File: src/rtl/mem_arbiter_pkg.sv
// ============================================================================
// Module  : mem_arbiter_pkg
// Purpose : Shared types for the work-RAM arbiter. Holds the arbiter state
//           enum, the read-owner tag enum and the DMA length field width.
// Ports   : none (package)
// Config  : none
// Rev     : 1.0  initial release
// ============================================================================
`default_nettype none

package mem_arbiter_pkg;

  // Width of the dma_len field (burst length minus one).
  localparam int DMA_LEN_W = 4;

  // Arbiter FSM: waiting for a request, or working through a burst.
  typedef enum logic {
    ARB_IDLE  = 1'b0,
    ARB_BURST = 1'b1
  } arb_state;

  // Tag travelling alongside each read to steer the returned RAM data.
  typedef enum logic {
    OWNER_CPU = 1'b0,
    OWNER_DMA = 1'b1
  } arb_owner;

endpackage : mem_arbiter_pkg

`default_nettype wire

File: src/rtl/mem_arbiter_burst.sv
// ============================================================================
// Module  : mem_arbiter_burst
// Purpose : DMA burst sequencer. Holds the next-beat address and the
//           remaining-beat count, increments/decrements them on each issued
//           beat and flags the final beat. Built only when
//           MEM_ARBITER_BURST_EN is defined.
// Ports   : clk, reset_n      clock / async active-low reset
//           i_load            burst start (controls are sampled this cycle)
//           i_addr, i_len     start address and length-minus-one
//           i_beat            a beat is issued to RAM this cycle
//           o_addr            address of the beat in this cycle
//           o_last            the beat in this cycle is the final one
// Config  : MEM_ARBITER_BURST_EN
// Rev     : 1.0  initial release
// ============================================================================
`default_nettype none

`ifdef MEM_ARBITER_BURST_EN
module mem_arbiter_burst
  import mem_arbiter_pkg::*;
#(
  parameter int ADDR_W = 12
) (
  input  logic                 clk,
  input  logic                 reset_n,
  input  logic                 i_load,
  input  logic [ADDR_W-1:0]    i_addr,
  input  logic [DMA_LEN_W-1:0] i_len,
  input  logic                 i_beat,
  output logic [ADDR_W-1:0]    o_addr,
  output logic                 o_last
);

  logic [ADDR_W-1:0]    r_addr;
  logic [DMA_LEN_W-1:0] r_cnt;
  logic [ADDR_W-1:0]    w_base_addr;
  logic [DMA_LEN_W-1:0] w_base_cnt;

  // In the start cycle the first beat uses the request controls directly,
  // so a beat can issue in the same cycle the burst is accepted.
  assign w_base_addr = i_load ? i_addr : r_addr;
  assign w_base_cnt  = i_load ? i_len  : r_cnt;

  assign o_addr = w_base_addr;
  assign o_last = (w_base_cnt == '0);

  // The address wraps naturally at 2^ADDR_W. After the last beat the
  // registers hold stale values that the next load overwrites.
  always_ff @(posedge clk or negedge reset_n) begin
    if (!reset_n) begin
      r_addr <= '0;
      r_cnt  <= '0;
    end else if (i_beat) begin
      r_addr <= w_base_addr + ADDR_W'(1);
      r_cnt  <= w_base_cnt - DMA_LEN_W'(1);
    end else if (i_load) begin
      r_addr <= w_base_addr;
      r_cnt  <= w_base_cnt;
    end
  end

endmodule : mem_arbiter_burst
`endif

`default_nettype wire

File: src/rtl/mem_arbiter.sv
// ============================================================================
// Module  : mem_arbiter
// Purpose : Work-RAM arbiter between the CPU port (absolute priority on its
//           clk_en access cycles) and a DMA requester served in every free
//           cycle via req/ack, with optional auto-incrementing bursts.
//           Read data (one-cycle RAM latency) is routed back to the owner.
// Ports   : clk, reset_n                       clock / async active-low reset
//           clk_en, cpu_read_en, cpu_write_en  CPU access qualifiers
//           cpu_addr, cpu_write_data           CPU address / write data
//           cpu_read_data                      last CPU read result (held)
//           dma_req, dma_write, dma_addr,
//           dma_len, dma_write_data            DMA request controls
//           dma_ack, dma_done                  per-beat / final-beat pulses
//           dma_read_data, dma_read_valid      DMA read return
//           ram_addr, ram_we, ram_wdata        RAM controls (combinational)
//           ram_rdata                          RAM read data (1-cycle latency)
// Config  : MEM_ARBITER_BURST_EN - when defined, dma_len selects a burst of
//           dma_len+1 beats; otherwise every request is a single beat.
// Rev     : 1.0  initial release
// ============================================================================
`default_nettype none

module mem_arbiter
  import mem_arbiter_pkg::*;
#(
  parameter int ADDR_W = 12,
  parameter int DATA_W = 4
) (
  input  logic                 clk,
  input  logic                 reset_n,
  input  logic                 clk_en,
  input  logic                 cpu_read_en,
  input  logic                 cpu_write_en,
  input  logic [ADDR_W-1:0]    cpu_addr,
  input  logic [DATA_W-1:0]    cpu_write_data,
  output logic [DATA_W-1:0]    cpu_read_data,
  input  logic                 dma_req,
  input  logic                 dma_write,
  input  logic [ADDR_W-1:0]    dma_addr,
  input  logic [DMA_LEN_W-1:0] dma_len,
  input  logic [DATA_W-1:0]    dma_write_data,
  output logic                 dma_ack,
  output logic                 dma_done,
  output logic [DATA_W-1:0]    dma_read_data,
  output logic                 dma_read_valid,
  output logic [ADDR_W-1:0]    ram_addr,
  output logic                 ram_we,
  output logic [DATA_W-1:0]    ram_wdata,
  input  logic [DATA_W-1:0]    ram_rdata
);

  arb_state          r_state;
  arb_state          w_state_nxt;
  logic              r_dir;
  logic              w_cpu_slot;
  logic              w_cpu_rd;
  logic              w_load;
  logic              w_beat;
  logic              w_last;
  logic              w_dir;
  logic              w_dma_rd;
  logic [ADDR_W-1:0] w_beat_addr;

  logic [ADDR_W-1:0] r_ram_addr;
  logic [DATA_W-1:0] r_ram_wdata;

  logic              r_rd_vld;
  arb_owner          r_rd_owner;
  logic [DATA_W-1:0] r_cpu_rdata;
  logic [DATA_W-1:0] r_dma_rdata;
  logic              r_dma_rvalid;

  // --------------------------------------------------------------------------
  // Slot decode. A CPU slot always wins; a dual-strobe access is a write.
  // --------------------------------------------------------------------------
  assign w_cpu_slot = clk_en & (cpu_read_en | cpu_write_en);
  assign w_cpu_rd   = w_cpu_slot & cpu_read_en & ~cpu_write_en;

  // A burst is accepted from IDLE; its first beat can go out immediately.
  // Beats are masked while reset is held so outputs sit at reset values.
  assign w_load = (r_state == ARB_IDLE) & dma_req;
  assign w_beat = ((r_state == ARB_BURST) | w_load) & ~w_cpu_slot & reset_n;

  // Direction is taken live in the start cycle, then from the latched copy.
  assign w_dir    = (r_state == ARB_IDLE) ? dma_write : r_dir;
  assign w_dma_rd = w_beat & ~w_dir;

  // --------------------------------------------------------------------------
  // Beat address / last-beat source
  // --------------------------------------------------------------------------
`ifdef MEM_ARBITER_BURST_EN
  mem_arbiter_burst #(
    .ADDR_W (ADDR_W)
  ) u_burst (
    .clk     (clk),
    .reset_n (reset_n),
    .i_load  (w_load),
    .i_addr  (dma_addr),
    .i_len   (dma_len),
    .i_beat  (w_beat),
    .o_addr  (w_beat_addr),
    .o_last  (w_last)
  );
`else
  logic [ADDR_W-1:0] r_single_addr;
  logic              w_unused_len;

  // Single-beat mode: the address is only held for the case where a CPU
  // slot pushes the beat out of the start cycle.
  assign w_unused_len = ^dma_len;
  assign w_beat_addr  = (r_state == ARB_IDLE) ? dma_addr : r_single_addr;
  assign w_last       = 1'b1;

  always_ff @(posedge clk or negedge reset_n) begin
    if (!reset_n) begin
      r_single_addr <= '0;
    end else if (w_load) begin
      r_single_addr <= dma_addr;
    end
  end
`endif

  // --------------------------------------------------------------------------
  // Arbiter FSM
  // --------------------------------------------------------------------------
  always_ff @(posedge clk or negedge reset_n) begin
    if (!reset_n) begin
      r_state <= ARB_IDLE;
      r_dir   <= 1'b0;
    end else begin
      r_state <= w_state_nxt;
      if (w_load) begin
        r_dir <= dma_write;
      end
    end
  end

  // A single-beat request issued in its start cycle never leaves IDLE.
  always_comb begin
    w_state_nxt = r_state;
    case (r_state)
      ARB_IDLE: begin
        if (w_load && !(w_beat && w_last)) begin
          w_state_nxt = ARB_BURST;
        end
      end
      ARB_BURST: begin
        if (w_beat && w_last) begin
          w_state_nxt = ARB_IDLE;
        end
      end
      default: w_state_nxt = ARB_IDLE;
    endcase
  end

  assign dma_ack  = w_beat;
  assign dma_done = w_beat & w_last;

  // --------------------------------------------------------------------------
  // RAM control mux. With no access the address and data hold their last
  // driven values so the macro inputs do not toggle needlessly.
  // --------------------------------------------------------------------------
  always_comb begin
    ram_addr  = r_ram_addr;
    ram_we    = 1'b0;
    ram_wdata = r_ram_wdata;
    if (!reset_n) begin
      ram_addr  = '0;
      ram_wdata = '0;
    end else if (w_cpu_slot) begin
      ram_addr  = cpu_addr;
      ram_we    = cpu_write_en;
      ram_wdata = cpu_write_data;
    end else if (w_beat) begin
      ram_addr  = w_beat_addr;
      ram_we    = w_dir;
      ram_wdata = dma_write_data;
    end
  end

  always_ff @(posedge clk or negedge reset_n) begin
    if (!reset_n) begin
      r_ram_addr  <= '0;
      r_ram_wdata <= '0;
    end else begin
      r_ram_addr  <= ram_addr;
      r_ram_wdata <= ram_wdata;
    end
  end

  // --------------------------------------------------------------------------
  // Read return: owner tag and valid follow the access by one cycle, when
  // the RAM presents its data; the result is registered one cycle later.
  // --------------------------------------------------------------------------
  always_ff @(posedge clk or negedge reset_n) begin
    if (!reset_n) begin
      r_rd_vld     <= 1'b0;
      r_rd_owner   <= OWNER_CPU;
      r_cpu_rdata  <= '0;
      r_dma_rdata  <= '0;
      r_dma_rvalid <= 1'b0;
    end else begin
      r_rd_vld     <= w_cpu_rd | w_dma_rd;
      r_rd_owner   <= w_cpu_rd ? OWNER_CPU : OWNER_DMA;
      r_dma_rvalid <= 1'b0;
      if (r_rd_vld) begin
        if (r_rd_owner == OWNER_CPU) begin
          r_cpu_rdata <= ram_rdata;
        end else begin
          r_dma_rdata  <= ram_rdata;
          r_dma_rvalid <= 1'b1;
        end
      end
    end
  end

  assign cpu_read_data  = r_cpu_rdata;
  assign dma_read_data  = r_dma_rdata;
  assign dma_read_valid = r_dma_rvalid;

endmodule : mem_arbiter

`default_nettype wire
File: config.mk
export PLATFORM = sky130hd
export DESIGN_NAME = mem_arbiter
export DESIGN_NICKNAME = d
export VERILOG_FILES = /design/src/rtl/mem_arbiter_pkg.sv /design/src/rtl/mem_arbiter_burst.sv /design/src/rtl/mem_arbiter.sv
export SDC_FILE = /design/constraint.sdc
export NUM_CORES = 1
export LEC_CHECK = 0
export BUFFER_PORTS_ARGS = -buffer_cell sky130_fd_sc_hd__buf_2
export CAP_MARGIN = 30
export CORE_UTILIZATION = 25
export CTS_BUF_LIST = sky130_fd_sc_hd__clkbuf_8
export DETAILED_ROUTE_END_ITERATION = 16
export SETUP_SLACK_MARGIN = 0.5
export SLEW_MARGIN = 20
export SYNTH_ARGS = -nofsm -noshare
export SYNTH_HDL_FRONTEND = slang
export SYNTH_SLANG_ARGS = --single-unit
File: constraint.sdc
create_clock -name clk -period 1.3 [get_ports clk]
set_input_delay 0.065 -clock clk [delete_from_list [all_inputs] [get_ports clk]]
set_output_delay 0.065 -clock clk [all_outputs]
set_load 0.05 [all_outputs]
==> impl_metrics.json, run 1 <==
{
  "grt_start_max_net_pins": 22,
  "floorplan.die_area_um2": 8240,
  "syn-mean-instance-area_um2": 11.7,
  "sinks_on_clock_net": 41,
  "violated_checks": "negative hold slack, negative setup slack",
  "fin_skew_ns": 0.00594,
  "synth.lib_cells_used.distinct": 27,
  "synth_edf_count": 0,
  "grt_pass1_vias": 1742,
  "finish.instance_area_um2": 3480,
  "power.static_leakage_uw": 0.00151,
  "final_core_utilization_pct": 45.3,
  "power_density_nw_per_um2": 1370,
  "timing.rr.end": "r_ram_wdata[3]$_DFF_PN0_",
  "power.internal_uw": 3100,
  "rsz_0062_raised_after_global_routing": "true",
  "final_nets": 312,
  "cp.required_ns": 1.24,
  "synth.top_cells.by_count": "sky130_fd_sc_hd__dfrtp_1, sky130_fd_sc_hd__nand2_1, sky130_fd_sc_hd__nor2b_1, sky130_fd_sc_hd__a211oi_1, sky130_fd_sc_hd__mux2_2",
  "antenna_violating_nets_left": 0,
  "seq_power_share_pct": 35.9,
  "tritoncts": "built",
  "min_path_type": "input pin to async pin",
  "place.detailed.instances": 352,
  "worstSetupStartpointType": "register",
  "timing.critical_path.from": "r_state$_DFF_PN0_",
  "io_pins": 75,
  "finalWeightedCongestion": 0.735,
  "run_status": "finished, violations left",
  "timing.slew.headroom_pct": 77.2,
  "first_pass_grt_wire_length_mm": 8.90,
  "row_count": 32,
  "finalWorstSetupSlack_ns": -0.416,
  "p_sw_uw": 1680,
  "cts-hold-fix-buffers": 1,
  "clk_latency_ns": 0.29,
  "synth-async-reset-ratio_pct": 100,
  "cap_viol_max_count": 0,
  "setup.worst_path.end_class": "output port",
  "synth_nets": 215,
  "ys_seq_area_share_pct": 52.1,
  "vias": 1652,
  "gr-usage-all-layers_pct": 13.7,
  "globalRoute.totalOverflow": 0,
  "rr_worst_depth": 5,
  "worst_reg2reg_startpoint": "r_state$_DFF_PN0_",
  "setup-violations-final": 34,
  "timing.reg2reg.setup_slack_ns": -0.04,
  "syn-instance-count": 168,
  "numCtsBuffers": 5,
  "pre_cts_slack_ns": -0.254,
  "core_area_um2": 7690,
  "power.ir.vdd_worst_mv": 0.596,
  "totalWireLength_mm": 5.35,
  "worst_ep_arrival_time_ns": 1.65,
  "drt_drc_violations_left": 0,
  "firstDrtPassIters": 4,
  "netlist_area_um2": 1970,
  "tightest_slew_ns": 0.338,
  "synth-main-ff-cell": "sky130_fd_sc_hd__dfrtp_1",
  "synthToLayoutAreaGrowth_pct": 76.8,
  "power_frac_clock_pct": 22.7,
  "ctsRootBufferMaster": "sky130_fd_sc_hd__clkbuf_8",
  "finalWorstPathRequiredPeriod_ns": 1.72,
  "cts.clk_slew.worst_paths_ns": 0.08,
  "clock_tree.buffer_depth": 2,
  "relative_contribution_of_combinational_cells_to_total_power_pct": 41.5,
  "post-synth-top-count-cell": "sky130_fd_sc_hd__dfrtp_1",
  "antenna_found_initial": 0,
  "dp_area_um2": 2950,
  "die_width_um": 90.8,
  "floorplan.die.height_um": 90.8,
  "htreeDepth": 2,
  "synth_top_area_share_pct": 52.1,
  "timing_worst_setup_path_type": "register to output port",
  "detail_placement_hpwl_mm": 3.88,
  "wl_per_cell_um": 14.5,
  "achievable-frequency_mhz": 583,
  "synth.ff_latch_count": 41,
  "synthesis.yosys.warnings": 0,
  "sw_frac_of_total_pct": 35.2,
  "count_of_placed_standard_cells_in_the_final_layout_fillers_left_out": 368,
  "critical_path.max_fanout": 11,
  "antenna-diode-count": 0,
  "start_util_pct": 25.6,
  "final_hold_viol_count": 36,
  "post-synth-top-area-cell": "sky130_fd_sc_hd__dfrtp_1",
  "buffer_ports.inserted": 70,
  "final.period_utilization_pct": 132,
  "maxSlewViolCount": 0,
  "worst_hold_slack_ns": -0.189,
  "drt_iter0_drc": 19,
  "top_post_synthesis_cells_by_area": "sky130_fd_sc_hd__dfrtp_1, sky130_fd_sc_hd__mux2_2, sky130_fd_sc_hd__mux2_1",
  "drive_above_1_share_pct": 73.3,
  "drt-vias-per-instance": 4.49
}
how the worst max path moves through the flow:
stage	end	slack [ns]	depth (start not counted)
4_1_cts	ram_we	-0.43	5
2_1_floorplan	r_ram_addr[5]$_DFF_PN0_	-0.32	5
3_5_place_dp	ram_addr[0]	-0.25	5
5_1_grt	ram_addr[5]	-0.50	5
6_report	ram_addr[10]	-0.42	5
3_3_place_gp	ram_addr[9]	-0.24	5
layout make-up:
cell class	instances	area [µm²]
clock buffer	6	82.6
clock inverter	2	37.5
fill	709	4200
inverter	2	15.0
multi-input combinational	113	1330
sequential	41	1040
tap	102	128
timing repair buffer	102	853
what timing repair did:
item | in CTS | in global routing
cloned | 1 | 0
buffers inserted | 3 | 3
pin swaps | 1 | 2
resized for setup | 93 | 8
endpoints found under the hold margin | 41 | 28
endpoints found under the setup margin | 67 | 73
sequential cells by signal, indices dropped and copies added (netlist names):
signal          flops
r_ram_addr         12
dma_read_data       4
cpu_read_data       4
dma_read_valid      1
r_ram_wdata         4
r_dir               1
r_single_addr      12
r_rd_vld            1
r_state             1
r_rd_owner          1
power by group through the flow:
| stage | Clock (µW) | Sequential (µW) | Combinational [µW] |
|---|---|---|---|
| 3_5_place_dp | 0 | 1660 | 1610 |
| 5_1_grt | 1160 | 1750 | 2090 |
| 2_1_floorplan | 0 | 1930 | 963 |
| 6_report | 1080 | 1710 | 1980 |
| 4_1_cts | 1110 | 1700 | 1950 |
| 3_3_place_gp | 0 | 1650 | 1600 |
logic make-up after synthesis:
| kind of cell | synth area share [%] |
|---|---|
| muxes | 12.6 |
| DFF | 52.1 |
| and+or+nand+nor | 13.2 |
| AOI/OAI and AO/OA | 16.8 |
| buffers and inverters | 5.33 |
placed cells by master, fill, tap and decap left out, types with 3 or more instances in the layout:
master	count
sky130_fd_sc_hd__a211oi_2	9
sky130_fd_sc_hd__a211oi_4	3
sky130_fd_sc_hd__a31oi_4	4
sky130_fd_sc_hd__buf_12	3
sky130_fd_sc_hd__buf_2	42
sky130_fd_sc_hd__buf_4	25
sky130_fd_sc_hd__buf_6	22
sky130_fd_sc_hd__buf_8	9
sky130_fd_sc_hd__clkbuf_8	6
sky130_fd_sc_hd__dfrtp_1	31
sky130_fd_sc_hd__dfrtp_2	10
sky130_fd_sc_hd__mux2_2	3
sky130_fd_sc_hd__mux2_4	18
sky130_fd_sc_hd__nand2_1	21
sky130_fd_sc_hd__nor2_2	9
sky130_fd_sc_hd__nor2_4	3
sky130_fd_sc_hd__nor2b_1	9
sky130_fd_sc_hd__nor2b_2	3
sky130_fd_sc_hd__o21ai_0	4
sky130_fd_sc_hd__o32ai_4	12
metal layers:
layer,wire [µm],vias up,GRT usage (%),share of wire (%)
li1,-,788,-,-
met1,2460,818,18.3,46
met2,2660,42,23.1,50
met3,188,4,2.86,3.5
met4,36,0,2.78,0.67
met5,0,-,0,0
worst max-delay path, stage by stage (launching register included):
cell	delay, ns
sky130_fd_sc_hd__dfrtp_2	0.46
sky130_fd_sc_hd__o21ai_4	0.18
sky130_fd_sc_hd__buf_12	0.17
sky130_fd_sc_hd__a211oi_2	0.06
sky130_fd_sc_hd__o32ai_4	0.29
sky130_fd_sc_hd__buf_6	0.20
stage by stage:
| step | power, µW | setup TNS, ns |
|---|---|---|
| after floorplan | 2890 | -6.38 |
| after global placement | 3250 | -5.31 |
| after global routing | 5000 | -9.31 |
| after CTS | 4770 | -7.57 |
| after detailed placement | 3270 | -6.30 |
| final | 4780 | -7.17 |
(Power assumes the default switching activity.)
==> run 2: changes to the inputs <==
==> constraint.sdc (replaced) <==
create_clock -name clk -period 1.3 [get_ports clk]
set_input_delay 0.13 -clock clk [delete_from_list [all_inputs] [get_ports clk]]
set_output_delay 0.13 -clock clk [all_outputs]
set_load 0.05 [all_outputs]
==> run 2 against run 1 <==
The run ends with negative setup slack left. Worst hold slack gained 0.22 ns. Maximum frequency shrank 4.1%. Clock-buffer cell count is the same. Setup slack lost 0.073 ns. Critical path type unchanged. Utilization grew 0.83 points. Largest power group unchanged. Final area grew 1.8%. Sequential share of layout area shrank 0.57 points. Largest cell class unchanged. Routed wire length shrank 2.1%.
==> impl_metrics.json, run 2 (synthesized netlist as in run 1, its figures left out) <==
{
  "grt_pass1_vias": 1747,
  "finalWorstSetupSlack_ns": -0.489,
  "timing.slew.headroom_pct": 74.2,
  "clk_latency_ns": 0.29,
  "fin_skew_ns": 0.00180,
  "totalWireLength_mm": 5.24,
  "grt_start_max_net_pins": 31,
  "globalRoute.totalOverflow": 0,
  "drt-vias-per-instance": 4.59,
  "violated_checks": "negative setup slack",
  "finish.instance_area_um2": 3550,
  "layout_commonest_cell": "sky130_fd_sc_hd__buf_2",
  "drive_above_1_share_pct": 71.0,
  "detail_placement_hpwl_mm": 3.73,
  "run_status": "finished, violations left",
  "tritoncts": "built",
  "achievable-frequency_mhz": 559,
  "relative_contribution_of_combinational_cells_to_total_power_pct": 42.2,
  "cp.required_ns": 1.17,
  "setup-violations-final": 34,
  "seq_power_share_pct": 35.5,
  "die_width_um": 90.8,
  "row_count": 32,
  "antenna_found_initial": 0,
  "dp_area_um2": 2980,
  "power.static_leakage_uw": 0.00154,
  "synthToLayoutAreaGrowth_pct": 80.1,
  "largest_registers_ranked_by_flip_flop_count": "r_ram_addr x12, r_single_addr x12",
  "io_pins": 75,
  "setup.worst_path.end_class": "output port",
  "antenna_violating_nets_left": 0,
  "worstSetupStartpointType": "register",
  "critical_path.max_fanout": 16,
  "count_of_placed_standard_cells_in_the_final_layout_fillers_left_out": 371,
  "p_sw_uw": 1650,
  "layout_common_cells": "sky130_fd_sc_hd__buf_2, sky130_fd_sc_hd__dfrtp_1, sky130_fd_sc_hd__buf_6",
  "clock_tree.buffer_depth": 2,
  "maxSlewViolCount": 0,
  "timing_worst_setup_path_type": "register to output port",
  "sinks_on_clock_net": 41,
  "pre_cts_slack_ns": -0.361,
  "drt_drc_violations_left": 0,
  "first_pass_grt_wire_length_mm": 8.76,
  "floorplan.die.height_um": 90.8,
  "firstDrtPassIters": 4,
  "power_density_nw_per_um2": 1350,
  "core_area_um2": 7690,
  "gr-usage-all-layers_pct": 13.6,
  "ctsRootBufferMaster": "sky130_fd_sc_hd__clkbuf_8",
  "vias": 1702,
  "power_frac_clock_pct": 22.3,
  "final_setup_tns_ns": -9.70,
  "final_nets": 315,
  "cap_viol_max_count": 0,
  "place.detailed.instances": 352,
  "sw_frac_of_total_pct": 34.5,
  "power.ir.vdd_worst_mv": 0.613,
  "final_hold_viol_count": 0,
  "start_util_pct": 25.6,
  "rsz_0062_raised_after_global_routing": "true",
  "final.period_utilization_pct": 138,
  "htreeDepth": 2,
  "drt_iter0_drc": 36,
  "wl_per_cell_um": 14.1,
  "cts.clk_slew.worst_paths_ns": 0.08,
  "min_path_type": "input pin to async pin",
  "worst_ep_arrival_time_ns": 1.66,
  "floorplan.die_area_um2": 8240,
  "power.internal_uw": 3130,
  "antenna-diode-count": 0,
  "finalWeightedCongestion": 0.732,
  "buffer_ports.inserted": 70,
  "tightest_slew_ns": 0.385,
  "numCtsBuffers": 5,
  "final_core_utilization_pct": 46.2,
  "finalWorstPathRequiredPeriod_ns": 1.79
}
## run 2: cell count changes in the layout (fill, tap and decap cells not counted), sizes merged
cell         delta
buf             +2
clkinvlp        -1
dlygate4sd3     +2
inv             +1
nand2b          -1
## run 2: worst max-delay path, cell delays in order (launching register included)
cell and delay, ns:
sky130_fd_sc_hd__dfrtp_2 0.47, sky130_fd_sc_hd__o21ai_4 0.16, sky130_fd_sc_hd__buf_12 0.18, sky130_fd_sc_hd__a211oi_2 0.08, sky130_fd_sc_hd__o32ai_4 0.28, sky130_fd_sc_hd__buf_6 0.19
## run 2: per-stage QoR
stage / total power [µW] / hold slack (ns)
finish: 4780 / 0.0274
global route: 4990 / 0.0462
CTS: 4810 / 0.0161
detailed placement: 3280 / 0.148
global placement: 3260 / 0.139
floorplan: 2890 / -0.166
## run 2: cell type report
| cell class | count | area [µm²] |
|---|---|---|
| Clock buffer | 6 | 82.6 |
| Clock inverter | 2 | 33.8 |
| Fill cell | 704 | 4140 |
| Inverter | 2 | 12.5 |
| Multi-Input combinational cell | 112 | 1300 |
| Sequential cell | 41 | 1040 |
| Tap cell | 102 | 128 |
| Timing Repair Buffer | 106 | 956 |
## run 2: path summary, 6_finish.rpt
check	startpoint	to	slack (ns)	cells after the start
worst max-delay path	r_state$_DFF_PN0_	ram_addr[2]	-0.49	5
worst min-delay path	reset_n	r_single_addr[7]$_DFFE_PN0P_	0.03	3
worst max register to register	r_state$_DFF_PN0_	r_single_addr[2]$_DFFE_PN0P_	-0.16	3
worst min register to register	r_single_addr[0]$_DFFE_PN0P_	r_single_addr[0]$_DFFE_PN0P_	0.52	1
max in group asynchronous	reset_n	r_single_addr[0]$_DFFE_PN0P_	0.76	3
min in group clk	dma_addr[5]	r_single_addr[5]$_DFFE_PN0P_	0.06	2
## run 2: what timing repair did
item / in CTS / in global routing
gates resized for setup: 97 / 5
hold endpoints to repair: 8 / 0
hold buffers: 3 / 0
pin swaps: 3 / 1
setup endpoints to repair: 67 / 73
setup buffers: 6 / 2
## run 2: power groups by stage
stage	clock network (µW)	registers [µW]	logic, µW
2_1_floorplan	0	1930	959
3_3_place_gp	0	1660	1600
3_5_place_dp	0	1660	1620
4_1_cts	1110	1690	2010
5_1_grt	1150	1720	2120
6_report	1070	1700	2010
## run 2: per-layer routing
metal / GRT usage (%) / vias to the layer above / wire [µm]
li1: - / 798 / -
met1: 16.0 / 844 / 2130
met2: 24.2 / 54 / 2770
met3: 3.79 / 6 / 285
met4: 3.57 / 0 / 53
met5: 0 / - / 0
==> run 3: changes to the inputs <==
--- a/config.mk
+++ b/config.mk
@@ -5,11 +5,11 @@
 export SDC_FILE = /design/constraint.sdc
 export NUM_CORES = 1
 export LEC_CHECK = 0
-export BUFFER_PORTS_ARGS = -buffer_cell sky130_fd_sc_hd__buf_2
 export CAP_MARGIN = 30
 export CORE_UTILIZATION = 25
 export CTS_BUF_LIST = sky130_fd_sc_hd__clkbuf_8
 export DETAILED_ROUTE_END_ITERATION = 16
+export DONT_BUFFER_PORTS = 1
 export SETUP_SLACK_MARGIN = 0.5
 export SLEW_MARGIN = 20
 export SYNTH_ARGS = -nofsm -noshare
==> run 3 against run 2 <==
Highest routed layer unchanged. Clock skew is 0.0038 ns higher. The flow finishes with violations (negative hold slack, negative setup slack). Sequential power is 15% higher. Via count fell by 11%. First-iteration DRC count down 44%. Clock-buffer cell count down 1. Critical endpoint is now ram_addr[9].
==> impl_metrics.json, run 3 (synthesized netlist as in run 1, its figures left out) <==
{
  "final.fill_count": 717,
  "final_hold_viol_count": 41,
  "vias": 1508,
  "clk_latency_ns": 0.29,
  "violated_checks": "negative hold slack, negative setup slack",
  "min_path_type": "input pin to async pin",
  "worstSetupStartpointType": "register",
  "power_density_nw_per_um2": 1260,
  "final_nets": 270,
  "antenna-diode-count": 0,
  "io_pins": 75,
  "core_area_um2": 7690,
  "tightest_slew_ns": 0.399,
  "maxSlewViolCount": 0,
  "layout_commonest_cell": "sky130_fd_sc_hd__dfrtp_1",
  "floorplan.die_area_um2": 8240,
  "finalWeightedCongestion": 0.670,
  "clock_tree.buffer_depth": 2,
  "drive_above_1_share_pct": 56.7,
  "numCtsBuffers": 5,
  "run_status": "finished, violations left",
  "drt-vias-per-instance": 4.63,
  "firstDrtPassIters": 3,
  "grt_start_max_net_pins": 62,
  "slowest_stage": "sky130_fd_sc_hd__dfrtp_1",
  "row_count": 32,
  "critical_path.max_fanout": 11,
  "fin_skew_ns": 0.00558,
  "power.static_leakage_uw": 0.00134,
  "drt_drc_violations_left": 0,
  "final_setup_tns_ns": -10.38,
  "ctsRootBufferMaster": "sky130_fd_sc_hd__clkbuf_8",
  "worst_hold_slack_ns": -0.480,
  "antenna_violating_nets_left": 0,
  "cts.clk_slew.worst_paths_ns": 0.09,
  "tritoncts": "built",
  "die_width_um": 90.8,
  "crit_path_max_incr_delay_ns": 0.40,
  "drt_iter0_drc": 20,
  "start_util_pct": 25.6,
  "cp_cell_sequence": "buf_6 > o21ai_4 > buf_12 > a211oi_1 > o32ai_4 > buf_12",
  "sinks_on_clock_net": 41,
  "wl_per_cell_um": 16.3,
  "final.period_utilization_pct": 141,
  "grt_pass1_vias": 1724,
  "timing_worst_setup_path_type": "register to output port",
  "finalWorstSetupSlack_ns": -0.534,
  "timing.reg2reg.setup_slack_ns": -0.16,
  "cts-hold-fix-buffers": 21,
  "gr-usage-all-layers_pct": 13.7,
  "power.ir.vdd_worst_mv": 0.526,
  "globalRoute.totalOverflow": 0,
  "floorplan.die.height_um": 90.8,
  "achievable-frequency_mhz": 545,
  "worst_ep_arrival_time_ns": 1.70,
  "synthToLayoutAreaGrowth_pct": 72.2,
  "rsz_0062_raised_after_global_routing": "true",
  "cp_num_buf_inv": 3,
  "cp.required_ns": 1.17,
  "cap_viol_max_count": 0,
  "detail_placement_hpwl_mm": 3.58,
  "htreeDepth": 2,
  "largest_registers_ranked_by_flip_flop_count": "r_ram_addr x12, r_single_addr x12",
  "totalWireLength_mm": 5.31,
  "buffer_ports.inserted": 0,
  "setup-violations-final": 42,
  "crit_family": "compound AO/OA/AOI/OAI gates",
  "layout_common_cells": "sky130_fd_sc_hd__dfrtp_1, sky130_fd_sc_hd__buf_12, sky130_fd_sc_hd__dlygate4sd3_1, sky130_fd_sc_hd__nand2_1, sky130_fd_sc_hd__mux2_4",
  "setup.worst_path.end_class": "output port",
  "timing.slew.headroom_pct": 73.3,
  "finalWorstPathRequiredPeriod_ns": 1.83,
  "antenna_found_initial": 0,
  "first_pass_grt_wire_length_mm": 8.96,
  "cpMostUsedCell": "sky130_fd_sc_hd__buf_12"
}
[run 3: area by class of cell]
type	count	area (µm²)	area share, %
Clock buffer	5	68.8	2.03
Clock inverter	3	17.5	0.516
Inverter	2	12.5	0.369
Multi-Input combinational cell	113	1300	38.3
Sequential cell	41	1040	30.6
Tap cell	102	128	3.76
Timing Repair Buffer	60	830	24.4
[run 3: what timing repair did]
item                                    in CTS  in global routing
pin swaps                                    3                  2
endpoints found under the setup margin      67                 67
endpoints found under the hold margin       64                 41
resized for setup                           23                  8
gates cloned                                 1                  0
setup buffers                                0                  3
[run 3: metrics by stage]
step           setup WS [ns]  utilization [%]  instances  cell area [µm²]  power (µW)
6_report              -0.534             44.1        326             3390        4270
5_1_grt               -0.627             44.1        326             3390        4480
4_1_cts               -0.556             43.5        323             3340        4300
3_5_place_dp          -0.234             38.2        293             2940        3290
3_3_place_gp          -0.227             38.2        293             2940        3270
2_1_floorplan         -0.319                -        168             2370        2890
[run 3: routing by layer]
| metal | wire (µm) | global-route usage (%) |
|---|---|---|
| met1 | 2310 | 17.4 |
| met2 | 2690 | 23.0 |
| met3 | 250 | 3.62 |
| met4 | 51 | 3.70 |
| met5 | 0 | 0 |
[run 3: final timing paths]
kind,start,endpoint,depth (start not counted)
setup / recovery,r_state$_DFF_PN0_,ram_addr[9],6
hold / removal,reset_n,r_ram_addr[4]$_DFF_PN0_,0
min in group clk,reset_n,r_ram_addr[8]$_DFF_PN0_,2
setup reg to reg,r_state$_DFF_PN0_,r_ram_addr[7]$_DFF_PN0_,6
max in group asynchronous,reset_n,dma_read_data[2]$_DFFE_PN0P_,0
hold reg to reg,r_dir$_DFFE_PN0P_,r_dir$_DFFE_PN0P_,1
[run 3: worst register-to-register path, cell delays in order, from the launching register on]
cell and delay [ns]:
sky130_fd_sc_hd__dfrtp_1 0.37, sky130_fd_sc_hd__buf_6 0.12, sky130_fd_sc_hd__o21ai_4 0.07, sky130_fd_sc_hd__buf_12 0.15, sky130_fd_sc_hd__a211oi_1 0.35, sky130_fd_sc_hd__o32ai_4 0.14, sky130_fd_sc_hd__buf_4 0.15
[run 3: report_power, final]
part           switching, µW  internal, µW  leakage (µW)
clock                    476           372     0.0000439
sequential               440          1520      0.000493
combinational            662           805      0.000800
